File: config.mk
export PLATFORM = sky130hd
export DESIGN_NAME = cdb_wb_scheduler_flat
export DESIGN_NICKNAME = d
export VERILOG_FILES = /design/src/rtl/cdb_wb_scheduler_pkg.sv /design/src/rtl/cdb_wb_scheduler_if.sv /design/src/rtl/cdb_wb_scheduler_queue.sv /design/src/rtl/cdb_wb_scheduler.sv /design/src/flat_wrapper.sv
export SDC_FILE = /design/constraint.sdc
export NUM_CORES = 1
export LEC_CHECK = 0
export ABC_AREA = 0
export CAP_MARGIN = 5
export CORE_MARGIN = 2
export CORE_UTILIZATION = 60
export CTS_BUF_LIST = sky130_fd_sc_hd__clkbuf_2
export DETAILED_ROUTE_END_ITERATION = 12
export GPL_TIMING_DRIVEN = 0
export PLACE_DENSITY = 0.87
export RECOVER_POWER = 25
export SYNTH_ARGS = -nofsm -noshare
export SYNTH_HDL_FRONTEND = slang
export SYNTH_SLANG_ARGS = --single-unit
export TNS_END_PERCENT = 30
File: constraint.sdc
create_clock -name clk -period 13 [get_ports clk]
set_input_delay 2.6 -clock clk [delete_from_list [all_inputs] [get_ports clk]]
set_output_delay 2.6 -clock clk [all_outputs]
set_load 0.02 [all_outputs]
File: src/rtl/cdb_wb_scheduler_pkg.sv
// Shared types and default sizing for the CDB writeback scheduler.
// cdb_entry_t is the common payload carried by the RS/ROB/PRF broadcast ports.
package cdb_wb_scheduler_pkg;

  localparam int XLEN        = 32;
  localparam int LOG2_PREGS  = 6;
  localparam int PHYS_W      = LOG2_PREGS;
  localparam int ROB_W       = 6;
  localparam int NUM_SOURCES = 4;
  localparam int CDB_PORTS   = 2;
  localparam int Q_DEPTH     = 2;

  typedef struct packed {
    logic [PHYS_W-1:0] tag;
    logic [XLEN-1:0]   value;
    logic [ROB_W-1:0]  rob_tag;
  } cdb_entry_t;

endpackage

File: src/rtl/cdb_wb_scheduler_if.sv
// Writeback source handshake plus CDB broadcast bundle.
// The master side is the execution units / consumers; the scheduler is the slave.
interface cdb_wb_scheduler_if
  import cdb_wb_scheduler_pkg::*;
#(
  parameter int NUM_SOURCES = cdb_wb_scheduler_pkg::NUM_SOURCES,
  parameter int CDB_PORTS   = cdb_wb_scheduler_pkg::CDB_PORTS
);

  logic [NUM_SOURCES-1:0]             src_valid;
  logic [NUM_SOURCES-1:0]             src_ready;
  logic [NUM_SOURCES-1:0][PHYS_W-1:0] src_tag;
  logic [NUM_SOURCES-1:0][XLEN-1:0]   src_value;
  logic [NUM_SOURCES-1:0][ROB_W-1:0]  src_rob_tag;

  logic [CDB_PORTS-1:0]               cdb_valid;
  logic [CDB_PORTS-1:0][PHYS_W-1:0]   cdb_tag;
  logic [CDB_PORTS-1:0][XLEN-1:0]     cdb_value;
  logic [CDB_PORTS-1:0][ROB_W-1:0]    cdb_rob_tag;
  logic                               wb_pending;

  modport master (
    output src_valid, src_tag, src_value, src_rob_tag,
    input  src_ready, cdb_valid, cdb_tag, cdb_value, cdb_rob_tag, wb_pending
  );

  modport slave (
    input  src_valid, src_tag, src_value, src_rob_tag,
    output src_ready, cdb_valid, cdb_tag, cdb_value, cdb_rob_tag, wb_pending
  );

endinterface

File: src/rtl/cdb_wb_scheduler_queue.sv
// Shallow per-source writeback FIFO (wb_queue) with flush.
// Pointers wrap naturally because DEPTH is a power of two; count has one extra bit for full.
module cdb_wb_scheduler_queue
  import cdb_wb_scheduler_pkg::*;
#(
  parameter int DEPTH = 2
) (
  input  logic                     clk,
  input  logic                     reset,
  input  logic                     flush_i,
  input  logic                     push_i,
  input  logic                     pop_i,
  input  cdb_entry_t               data_i,
  output cdb_entry_t               data_o,
  output logic [$clog2(DEPTH):0]   count_o,
  output logic                     full_o,
  output logic                     empty_o
);

  localparam int PTR_W = $clog2(DEPTH);

  cdb_entry_t       mem_q [DEPTH];
  logic [PTR_W-1:0] rdPtr_q;
  logic [PTR_W-1:0] wrPtr_q;
  logic [PTR_W:0]   count_q;

  always_ff @(posedge clk) begin
    if (reset || flush_i) begin
      rdPtr_q <= '0;
      wrPtr_q <= '0;
      count_q <= '0;
    end else begin
      if (push_i) wrPtr_q <= wrPtr_q + 1'b1;
      if (pop_i)  rdPtr_q <= rdPtr_q + 1'b1;
      count_q <= count_q + (PTR_W+1)'(push_i) - (PTR_W+1)'(pop_i);
    end
  end

  // Storage needs no reset: a slot is only read after the pointers say it was written.
  always_ff @(posedge clk) begin
    if (push_i) mem_q[wrPtr_q] <= data_i;
  end

  assign data_o  = mem_q[rdPtr_q];
  assign count_o = count_q;
  assign full_o  = (count_q == (PTR_W+1)'(DEPTH));
  assign empty_o = (count_q == '0);

endmodule

File: src/rtl/cdb_wb_scheduler.sv
// Per-unit writeback queues feeding CDB_PORTS broadcast ports with round-robin arbitration.
// The scan starts at rrPtr_q and the pointer moves just past the last source granted.
module cdb_wb_scheduler
  import cdb_wb_scheduler_pkg::*;
#(
  parameter int CDB_PORTS   = cdb_wb_scheduler_pkg::CDB_PORTS,
  parameter int NUM_SOURCES = cdb_wb_scheduler_pkg::NUM_SOURCES,
  parameter int Q_DEPTH     = cdb_wb_scheduler_pkg::Q_DEPTH
) (
  input logic                clk,
  input logic                reset,
  input logic                flush,
  cdb_wb_scheduler_if.slave  bus
);

  localparam int SRC_W = (NUM_SOURCES > 1) ? $clog2(NUM_SOURCES) : 1;
  localparam int PORT_W = (CDB_PORTS > 1) ? $clog2(CDB_PORTS) : 1;
  localparam int CNT_W = $clog2(Q_DEPTH) + 1;

  cdb_entry_t             srcEntry [NUM_SOURCES];
  cdb_entry_t             qHead    [NUM_SOURCES];
  logic [CNT_W-1:0]       qCount   [NUM_SOURCES];
  logic [NUM_SOURCES-1:0] qFull;
  logic [NUM_SOURCES-1:0] qEmpty;
  logic [NUM_SOURCES-1:0] srcReady;
  logic [NUM_SOURCES-1:0] push;
  logic [NUM_SOURCES-1:0] grant;

  logic [SRC_W-1:0]       rrPtr_q;
  logic [SRC_W-1:0]       rrPtr_d;
  logic [SRC_W-1:0]       srcIdx;
  logic [SRC_W-1:0]       lastSrc;
  logic [PORT_W-1:0]      portIdx;
  int                     portCnt;

  for (genvar i = 0; i < NUM_SOURCES; i++) begin : g_queue
    assign srcEntry[i] = '{tag: bus.src_tag[i], value: bus.src_value[i], rob_tag: bus.src_rob_tag[i]};

    cdb_wb_scheduler_queue #(.DEPTH(Q_DEPTH)) u_queue (
      .clk     (clk),
      .reset   (reset),
      .flush_i (flush),
      .push_i  (push[i]),
      .pop_i   (grant[i]),
      .data_i  (srcEntry[i]),
      .data_o  (qHead[i]),
      .count_o (qCount[i]),
      .full_o  (qFull[i]),
      .empty_o (qEmpty[i])
    );

    a_countBound : assert property (@(posedge clk) disable iff (reset)
      qCount[i] <= CNT_W'(Q_DEPTH));
  end

  // Ready is from registered occupancy only, so a pop this cycle never frees a slot early.
  assign srcReady       = ~qFull & {NUM_SOURCES{~flush}};
  assign push           = bus.src_valid & srcReady;
  assign bus.src_ready  = srcReady;
  assign bus.wb_pending = |(~qEmpty);

  always_comb begin
    grant           = '0;
    bus.cdb_valid   = '0;
    bus.cdb_tag     = '0;
    bus.cdb_value   = '0;
    bus.cdb_rob_tag = '0;
    portCnt         = 0;
    portIdx         = '0;
    srcIdx          = rrPtr_q;
    lastSrc         = rrPtr_q;
    if (!flush) begin
      for (int k = 0; k < NUM_SOURCES; k++) begin
        srcIdx = SRC_W'((int'(rrPtr_q) + k) % NUM_SOURCES);
        if (!qEmpty[srcIdx] && (portCnt < CDB_PORTS)) begin
          portIdx                  = PORT_W'(portCnt);
          grant[srcIdx]            = 1'b1;
          bus.cdb_valid[portIdx]   = 1'b1;
          bus.cdb_tag[portIdx]     = qHead[srcIdx].tag;
          bus.cdb_value[portIdx]   = qHead[srcIdx].value;
          bus.cdb_rob_tag[portIdx] = qHead[srcIdx].rob_tag;
          lastSrc                  = srcIdx;
          portCnt                  = portCnt + 1;
        end
      end
    end
  end

  always_comb begin
    rrPtr_d = rrPtr_q;
    if (flush) begin
      rrPtr_d = '0;
    end else if (grant != '0) begin
      rrPtr_d = SRC_W'((int'(lastSrc) + 1) % NUM_SOURCES);
    end
  end

  always_ff @(posedge clk) begin
    if (reset) rrPtr_q <= '0;
    else       rrPtr_q <= rrPtr_d;
  end

  a_pushOnlyWhenReady : assert property (@(posedge clk) disable iff (reset)
    (push & ~srcReady) == '0);
  a_oneGrantPerPort : assert property (@(posedge clk) disable iff (reset)
    $countones(grant) == $countones(bus.cdb_valid));
  a_portsPacked : assert property (@(posedge clk) disable iff (reset)
    (bus.cdb_valid & (bus.cdb_valid + 1'b1)) == '0);

endmodule

File: src/flat_wrapper.sv
// flat-port wrapper written by rule: the top's interface ports become plain ports
module cdb_wb_scheduler_flat import cdb_wb_scheduler_pkg::*;
#(
  parameter int CDB_PORTS   = cdb_wb_scheduler_pkg::CDB_PORTS,
  parameter int NUM_SOURCES = cdb_wb_scheduler_pkg::NUM_SOURCES,
  parameter int Q_DEPTH     = cdb_wb_scheduler_pkg::Q_DEPTH
)
  (clk, reset, flush, bus_src_valid, bus_src_tag, bus_src_value, bus_src_rob_tag, bus_src_ready, bus_cdb_valid, bus_cdb_tag, bus_cdb_value, bus_cdb_rob_tag, bus_wb_pending);
  cdb_wb_scheduler_if #(.NUM_SOURCES(NUM_SOURCES), .CDB_PORTS(CDB_PORTS)) bus_i ();
  input logic clk;
  input logic reset;
  input logic flush;
  input wire logic [$bits(bus_i.src_valid)-1:0] bus_src_valid;
  input wire logic [$bits(bus_i.src_tag)-1:0] bus_src_tag;
  input wire logic [$bits(bus_i.src_value)-1:0] bus_src_value;
  input wire logic [$bits(bus_i.src_rob_tag)-1:0] bus_src_rob_tag;
  output wire logic [$bits(bus_i.src_ready)-1:0] bus_src_ready;
  output wire logic [$bits(bus_i.cdb_valid)-1:0] bus_cdb_valid;
  output wire logic [$bits(bus_i.cdb_tag)-1:0] bus_cdb_tag;
  output wire logic [$bits(bus_i.cdb_value)-1:0] bus_cdb_value;
  output wire logic [$bits(bus_i.cdb_rob_tag)-1:0] bus_cdb_rob_tag;
  output wire logic [$bits(bus_i.wb_pending)-1:0] bus_wb_pending;
  assign bus_i.src_valid = bus_src_valid;
  assign bus_i.src_tag = bus_src_tag;
  assign bus_i.src_value = bus_src_value;
  assign bus_i.src_rob_tag = bus_src_rob_tag;
  assign bus_src_ready = bus_i.src_ready;
  assign bus_cdb_valid = bus_i.cdb_valid;
  assign bus_cdb_tag = bus_i.cdb_tag;
  assign bus_cdb_value = bus_i.cdb_value;
  assign bus_cdb_rob_tag = bus_i.cdb_rob_tag;
  assign bus_wb_pending = bus_i.wb_pending;
  cdb_wb_scheduler #(.CDB_PORTS(CDB_PORTS), .NUM_SOURCES(NUM_SOURCES), .Q_DEPTH(Q_DEPTH)) u_core (.clk(clk), .reset(reset), .flush(flush), .bus(bus_i));
endmodule
==> results_dict.tcl, run 1 <==
set metrics [dict create \
    maxCapViolCount 0 \
    first_global_vias 17100 \
    clk_latency_ns 1.04 \
    max_slew_margin 0.220 \
    met1_length_um 23900 \
    ios 278 \
    r2r_slack_ns 7.35 \
    yosys.cell_count.top_type "edfxtp_1" \
    dr_wl_met3_um 7410 \
    p_leak_uw 0.00857 \
    start_util 0.606 \
    setup_viol 0 \
    gr-total-overflow 0 \
    ir_worst_vdd_mv 0.135 \
    die_w_um 185 \
    synth_top_area_cell "edfxtp_1" \
    yosysSeqAreaShare 0.561 \
    core_area_um2 32400 \
    cts_hold_buffers 0 \
    outcome "finished clean" \
    syn-mean-instance-area_um2 11.4 \
    min-delay-start "u_core.g_queue[0].u_queue.rdPtr_q$_SDFFE_PP0P_" \
    nets 2293 \
    yosysWarnings 0 \
    synth_ff_type "edfxtp_1" \
    startpoint_type "flip-flop" \
    async_reset_ff_frac 0 \
    synth_edf_count 352 \
    numCtsBuffers 91 \
    num_vias 16900 \
    p_sw_frac 0.444 \
    io_buffers 276 \
    ys_ff_latch 374 \
    crit_type "flip-flop to output port" \
    finalHoldViolations 0 \
    ant_nets 0 \
    drt-total-wl_um 71000 \
    netlist.area_leader.share 0.539 \
    tightestPinTransition_ns 1.16 \
    required_ns 10.40 \
    drc 0 \
    r2r-start "u_core.rrPtr_q[0]$_SDFFE_PP0P_" \
    grtUsageTotal 0.414 \
    wl_met2_um 34200 \
    cts.sinks 374 \
    reg2regPathDepth 18 \
    die_height_um 185 \
    cts_tree "yes" \
    fmax_ghz 0.0927 \
    pwr-share-comb 0.523 \
    dieArea_um2 34200 \
    min_period_ns 10.79 \
    ys_types 55 \
    fill_cells 2124 \
    grt_max_degree 42 \
    endpoint_kind "output port" \
    fin_worst_skew_ns 0.0715 \
    postCtsSetupRepairBufs 0 \
    finalSetupTns_ns 0 \
    rsz0062_at_grt "no" \
    clk_pin_slew_worst_paths_ns 0.10 \
    post_cts_resized 0 \
    powerDensity_nw_per_um2 190 \
    antenna_found_initial 4 \
    period_share 0.830 \
    cp_max_fo 12 \
    seqPwrFrac 0.305 \
    p_int_uw 2540 \
    htreeDepth 3 \
    fin_total_pwr_uw 4560 \
    first_pass_iters 10 \
    power_frac_clock 0.172 \
    cts_buffer_depth 3 \
    p_sw_uw 2020 \
    reg2reg_to "u_core.g_queue[1].u_queue.count_o[1]$_SDFF_PP0_" \
    syn-instance-count 1717 \
    crit_arrival_ns 8.19 \
    grt_pass1_wl_um 102000 \
    num_rows 66 \
    routabilityCongestion 1.04 \
    post-dp-hpwl_um 53000 \
    wire_per_inst_um 27.4 \
    startpoint "u_core.rrPtr_q[0]$_SDFFE_PP0P_" \
    cts.root.buffer_cell "clkbuf_2" \
    drive_gt1_frac 0.167 \
    drtIter0Drc 2532 \
    synth_area_leaders "edfxtp_1, mux2_2, nor2_1" \
    areaGrowthSynthToFinish_pct 22.1 \
    top_layer "met4" \
    hold_class "flip-flop to flip-flop" \
    synth_area_um2 19600 \
    cp-endpoint "bus_cdb_value[29]" \
    synth_fp_nets 1916 \
    viasPerCell 6.52 \
    synth_top_cells_by_count "edfxtp_1, nor2_1, nand2_1" \
    drv_slew 0 \
]
cell type report:
| class | instances | area, um2 | area share |
|---|---|---|---|
| Buffer | 130 | 539 | 0.0225 |
| Inverter | 16 | 60.1 | 0.00251 |
| Timing Repair Buffer | 284 | 2920 | 0.122 |
| Tap cell | 442 | 553 | 0.0231 |
| Clock buffer | 125 | 626 | 0.0261 |
| Clock inverter | 19 | 181 | 0.00758 |
| Multi-Input combinational cell | 1197 | 8040 | 0.336 |
| Antenna cell | 5 | 12.5 | 0.000523 |
| Sequential cell | 374 | 11000 | 0.460 |
metal layers:
layer / vias up / track usage
met4: 0 / 0.290
met5: - / 0
met3: 311 / 0.0849
li1: 7178 / -
met2: 1438 / 0.690
met1: 7967 / 0.481
sequential cells by signal, indices dropped and copies added, names as in the netlist, named ones only:
signal and cells:
u_core.g_queue.u_queue.rdPtr_q 4, u_core.g_queue.u_queue.wrPtr_q 4, u_core.g_queue.u_queue.count_o 8, u_core.rrPtr_q 2, u_core.g_queue.u_queue.mem_q 352
placed cells by master, fill, tap and decap left out, types with 3 or more instances in the layout:
master,instances
clkinv_1,13
a21o_1,43
a222oi_1,44
clkdlybuf4s50_1,166
bufinv_16,4
o21ai_0,130
dlygate4sd3_1,110
edfxtp_1,352
a211o_1,3
buf_6,5
clkbuf_2,125
and2_1,6
a2bb2oi_1,42
nor2_1,332
buf_12,8
a311oi_2,39
inv_1,11
mux2i_1,91
nor2_4,4
buf_2,11
and3_2,4
dfxtp_1,22
buf_1,21
nand2_1,182
clkbuf_1,93
ha_1,16
a21oi_1,58
inv_2,5
a311oi_1,3
diode_2,5
mux4_2,8
mux2_2,134
xor2_1,12
xnor2_1,7
through the flow:
step	area (um2)	setup WS [ns]	std cells	util	hold WS, ns
2_1_floorplan	19600	6.28	1717	-	0.472
3_3_place_gp	22900	3.67	2435	0.708	0.483
3_5_place_dp	23100	3.71	2443	0.714	0.501
4_1_cts	23900	2.59	2587	0.739	0.527
5_1_grt	23900	2.08	2592	0.740	0.565
6_report	23900	2.21	2592	0.740	0.529
logic make-up (layout without fill, tap and decap cells):
| family | Yosys count | in the layout | synth area share |
|---|---|---|---|
| AND/OR/NAND/NOR | 544 | 544 | 0.108 |
| AO/OA/AOI/OAI | 383 | 383 | 0.147 |
| XOR/XNOR | 19 | 19 | 0.00848 |
| buffers and inverters | 146 | 574 | 0.0306 |
| multiplexers | 235 | 235 | 0.134 |
| adder cells (fa/ha/maj) | 16 | 16 | 0.0102 |
| flip-flops | 374 | 374 | 0.561 |
| other | 0 | 5 | 0 |
power by group through the flow:
stage / registers, uW / clock network (uW) / logic, uW
floorplan: 1410 / 0 / 1420
global placement: 1420 / 0 / 2240
detailed placement: 1420 / 0 / 2270
CTS: 1390 / 787 / 2290
global route: 1390 / 844 / 2470
finish: 1390 / 784 / 2380
worst min path at each step:
stage | end | cells past startpoint
detailed placement | u_core.g_queue[0].u_queue.rdPtr_q$_SDFFE_PP0P_ | 2
CTS | u_core.g_queue[0].u_queue.rdPtr_q$_SDFFE_PP0P_ | 2
global placement | flip-flop | 2
floorplan | flip-flop | 2
finish | u_core.g_queue[0].u_queue.rdPtr_q$_SDFFE_PP0P_ | 2
global route | u_core.g_queue[0].u_queue.rdPtr_q$_SDFFE_PP0P_ | 2
critical path, cell delays in order, from the launching register on:
cell	delay (ns)
dfxtp_1	0.43
inv_2	0.33
buf_1	0.69
clkbuf_1	0.50
ha_1	0.22
clkbuf_1	0.55
inv_2	0.30
mux4_2	0.41
inv_2	0.12
ha_1	0.33
inv_1	0.10
a211oi_1	0.93
clkbuf_1	0.57
a2bb2oi_1	0.14
a311oi_1	0.81
clkdlybuf4s50_1	0.76
Note: power is estimated with default switching activity, not from simulation.
==> run 2, diff against run 1 <==
--- a/config.mk
+++ b/config.mk
@@ -8,11 +8,11 @@
 export ABC_AREA = 0
 export CAP_MARGIN = 5
 export CORE_MARGIN = 2
-export CORE_UTILIZATION = 60
+export CORE_UTILIZATION = 57
 export CTS_BUF_LIST = sky130_fd_sc_hd__clkbuf_2
 export DETAILED_ROUTE_END_ITERATION = 12
 export GPL_TIMING_DRIVEN = 0
-export PLACE_DENSITY = 0.87
+export PLACE_DENSITY = 0.83
 export RECOVER_POWER = 25
 export SYNTH_ARGS = -nofsm -noshare
 export SYNTH_HDL_FRONTEND = slang
==> constraint.sdc (replaced) <==
create_clock -name clk -period 10.35 [get_ports clk]
set_input_delay 2.07 -clock clk [delete_from_list [all_inputs] [get_ports clk]]
set_output_delay 2.07 -clock clk [all_outputs]
set_load 0.02 [all_outputs]
==> run 2 against run 1 <==
Effect of this change:
- register-to-register slack got worse by 2.8 ns
- worst setup slack lost 1.8 ns
- sequential cell count unchanged
- critical path depth did not move
- clock skew up 0.038 ns
- global-route usage down 3.1 points
- die area increased by 5.1%
==> results_dict.tcl, run 2 (synthesis gave the netlist of run 1 again) <==
set metrics [dict create \
    io_buffers 276 \
    endpoint_kind "output port" \
    setup_viol 0 \
    mostFrequentLayoutCell "edfxtp_1" \
    ios 278 \
    routabilityCongestion 0.990 \
    post-dp-hpwl_um 51800 \
    top_register "u_core.g_queue.u_queue.mem_q" \
    rsz0062_at_grt "no" \
    cp_max_fo 12 \
    ant_nets 0 \
    numCtsBuffers 89 \
    clk_pin_slew_worst_paths_ns 0.15 \
    cts_tree "yes" \
    min_period_ns 9.96 \
    postCtsSetupRepairBufs 0 \
    power_frac_clock 0.170 \
    crit_arrival_ns 7.89 \
    clk_latency_ns 1.06 \
    finalHoldViolations 0 \
    areaGrowthSynthToFinish_pct 22.1 \
    die_height_um 190 \
    p_int_uw 3150 \
    p_leak_uw 0.00859 \
    core_area_um2 33700 \
    seqPwrFrac 0.308 \
    grt_max_degree 41 \
    start_util 0.582 \
    wire_per_inst_um 26.7 \
    required_ns 8.28 \
    pwr-share-comb 0.522 \
    holdWs_ns 0.515 \
    cts_buffer_depth 3 \
    tightestPinTransition_ns 1.04 \
    fmax_ghz 0.100 \
    antenna_found_initial 3 \
    instances_no_fill 2606 \
    num_vias 16600 \
    largest_reg_flops 352 \
    final_cell_mix "edfxtp_1, nor2_1, nand2_1, clkdlybuf4s50_1, mux2_2" \
    ir_worst_vdd_mv 0.183 \
    grt_pass1_wl_um 100000 \
    max_slew_margin 0.301 \
    finish.utilization 0.711 \
    htreeDepth 3 \
    drv_slew 0 \
    nets 2291 \
    finalSetupTns_ns 0 \
    gr-total-overflow 0 \
    viasPerCell 6.37 \
    num_rows 67 \
    fin_worst_skew_ns 0.109 \
    die_w_um 190 \
    drtIter0Drc 2342 \
    cts.root.buffer_cell "clkbuf_2" \
    grtUsageTotal 0.383 \
    drive_gt1_frac 0.170 \
    hold_class "flip-flop to flip-flop" \
    p_sw_frac 0.444 \
    drc 0 \
    powerDensity_nw_per_um2 237 \
    drt-total-wl_um 69500 \
    outcome "finished clean" \
    finalWorstSetupSlack_ns 0.392 \
    cts.sinks 374 \
    pre_cts_ws_ns 1.43 \
    dpl.cell_count 2449 \
    first_pass_iters 9 \
    dieArea_um2 35900 \
    maxCapViolCount 0 \
    startpoint_type "flip-flop" \
    crit_type "flip-flop to output port" \
    first_global_vias 16800 \
    period_share 0.962 \
    p_sw_uw 2520 \
]
## run 2: cell types whose count changed in the layout (fill, tap and decap cells not counted)
| cell | delta |
|---|---|
| dlygate4sd3_1 | +1 |
| inv_2 | +2 |
| clkinv_2 | +3 |
| clkdlybuf4s50_1 | -1 |
| bufinv_16 | -2 |
| clkbuf_2 | +5 |
| a211oi_2 | +1 |
| diode_2 | -3 |
| clkinv_1 | +4 |
| clkinvlp_4 | -1 |
| a211oi_1 | -1 |
## run 2: area by class of cell
class,instances,area [um2]
Fill cell,2384,9750
Timing Repair Buffer,284,2920
Clock buffer,130,651
Antenna cell,2,5.00
Multi-Input combinational cell,1197,8050
Buffer,130,539
Inverter,16,60.1
Tap cell,448,561
Sequential cell,374,11000
Clock inverter,25,151
## run 2: power by group through the flow
stage          Combinational [uW]  Sequential [uW]  Clock [uW]
2_1_floorplan                1780             1770           0
5_1_grt                      3080             1750        1040
6_report                     2960             1750         962
3_3_place_gp                 2800             1780           0
3_5_place_dp                 2850             1780           0
4_1_cts                      2860             1750         976
## run 2: worst paths after layout
| kind | startpoint | end | slack (ns) | depth (start not counted) |
|---|---|---|---|---|
| worst min register to register | u_core.g_queue[0].u_queue.rdPtr_q$_SDFFE_PP0P_ | flip-flop | 0.51 | 2 |
| worst min-delay path | u_core.g_queue[0].u_queue.rdPtr_q$_SDFFE_PP0P_ | flip-flop | 0.51 | 2 |
| worst max-delay path | u_core.rrPtr_q[0]$_SDFFE_PP0P_ | bus_cdb_value[29] | 0.39 | 15 |
| worst max register to register | u_core.rrPtr_q[0]$_SDFFE_PP0P_ | u_core.g_queue[2].u_queue.count_o[1]$_SDFF_PP0_ | 4.53 | 18 |
## run 2: per-layer routing
| metal | global-route usage | vias up | part of all wire | routed length (um) |
|---|---|---|---|---|
| li1 | - | 7206 | - | - |
| met1 | 0.458 | 7964 | 0.36 | 24800 |
| met2 | 0.649 | 1182 | 0.49 | 33900 |
| met3 | 0.0767 | 242 | 0.094 | 6550 |
| met4 | 0.215 | 0 | 0.060 | 4180 |
| met5 | 0 | - | 0 | 0 |
## run 2: worst max-delay path, stage by stage (launching register included)
cell and delay (ns):
dfxtp_1 0.46, inv_2 0.33, buf_1 0.66, clkbuf_1 0.52, ha_1 0.22, clkbuf_1 0.64
inv_2 0.31, mux4_2 0.42, inv_2 0.12, ha_1 0.32, inv_1 0.10, a211oi_2 0.61
clkbuf_1 0.60, a2bb2oi_1 0.15, a311oi_1 0.60, clkdlybuf4s50_1 0.72
## run 2: repair_timing
| action | 4_1_cts | 5_1_grt |
|---|---|---|
| gates resized for setup | 0 | 1 |
| hold buffers | 0 | 0 |
| endpoints found under the setup margin | 0 | 1 |
## run 2: per-stage QoR
step,power [uW],cell area (um2)
4_1_cts,5580,23900
2_1_floorplan,3560,19600
3_3_place_gp,4580,22900
5_1_grt,5870,23900
3_5_place_dp,4630,23100
6_report,5670,23900
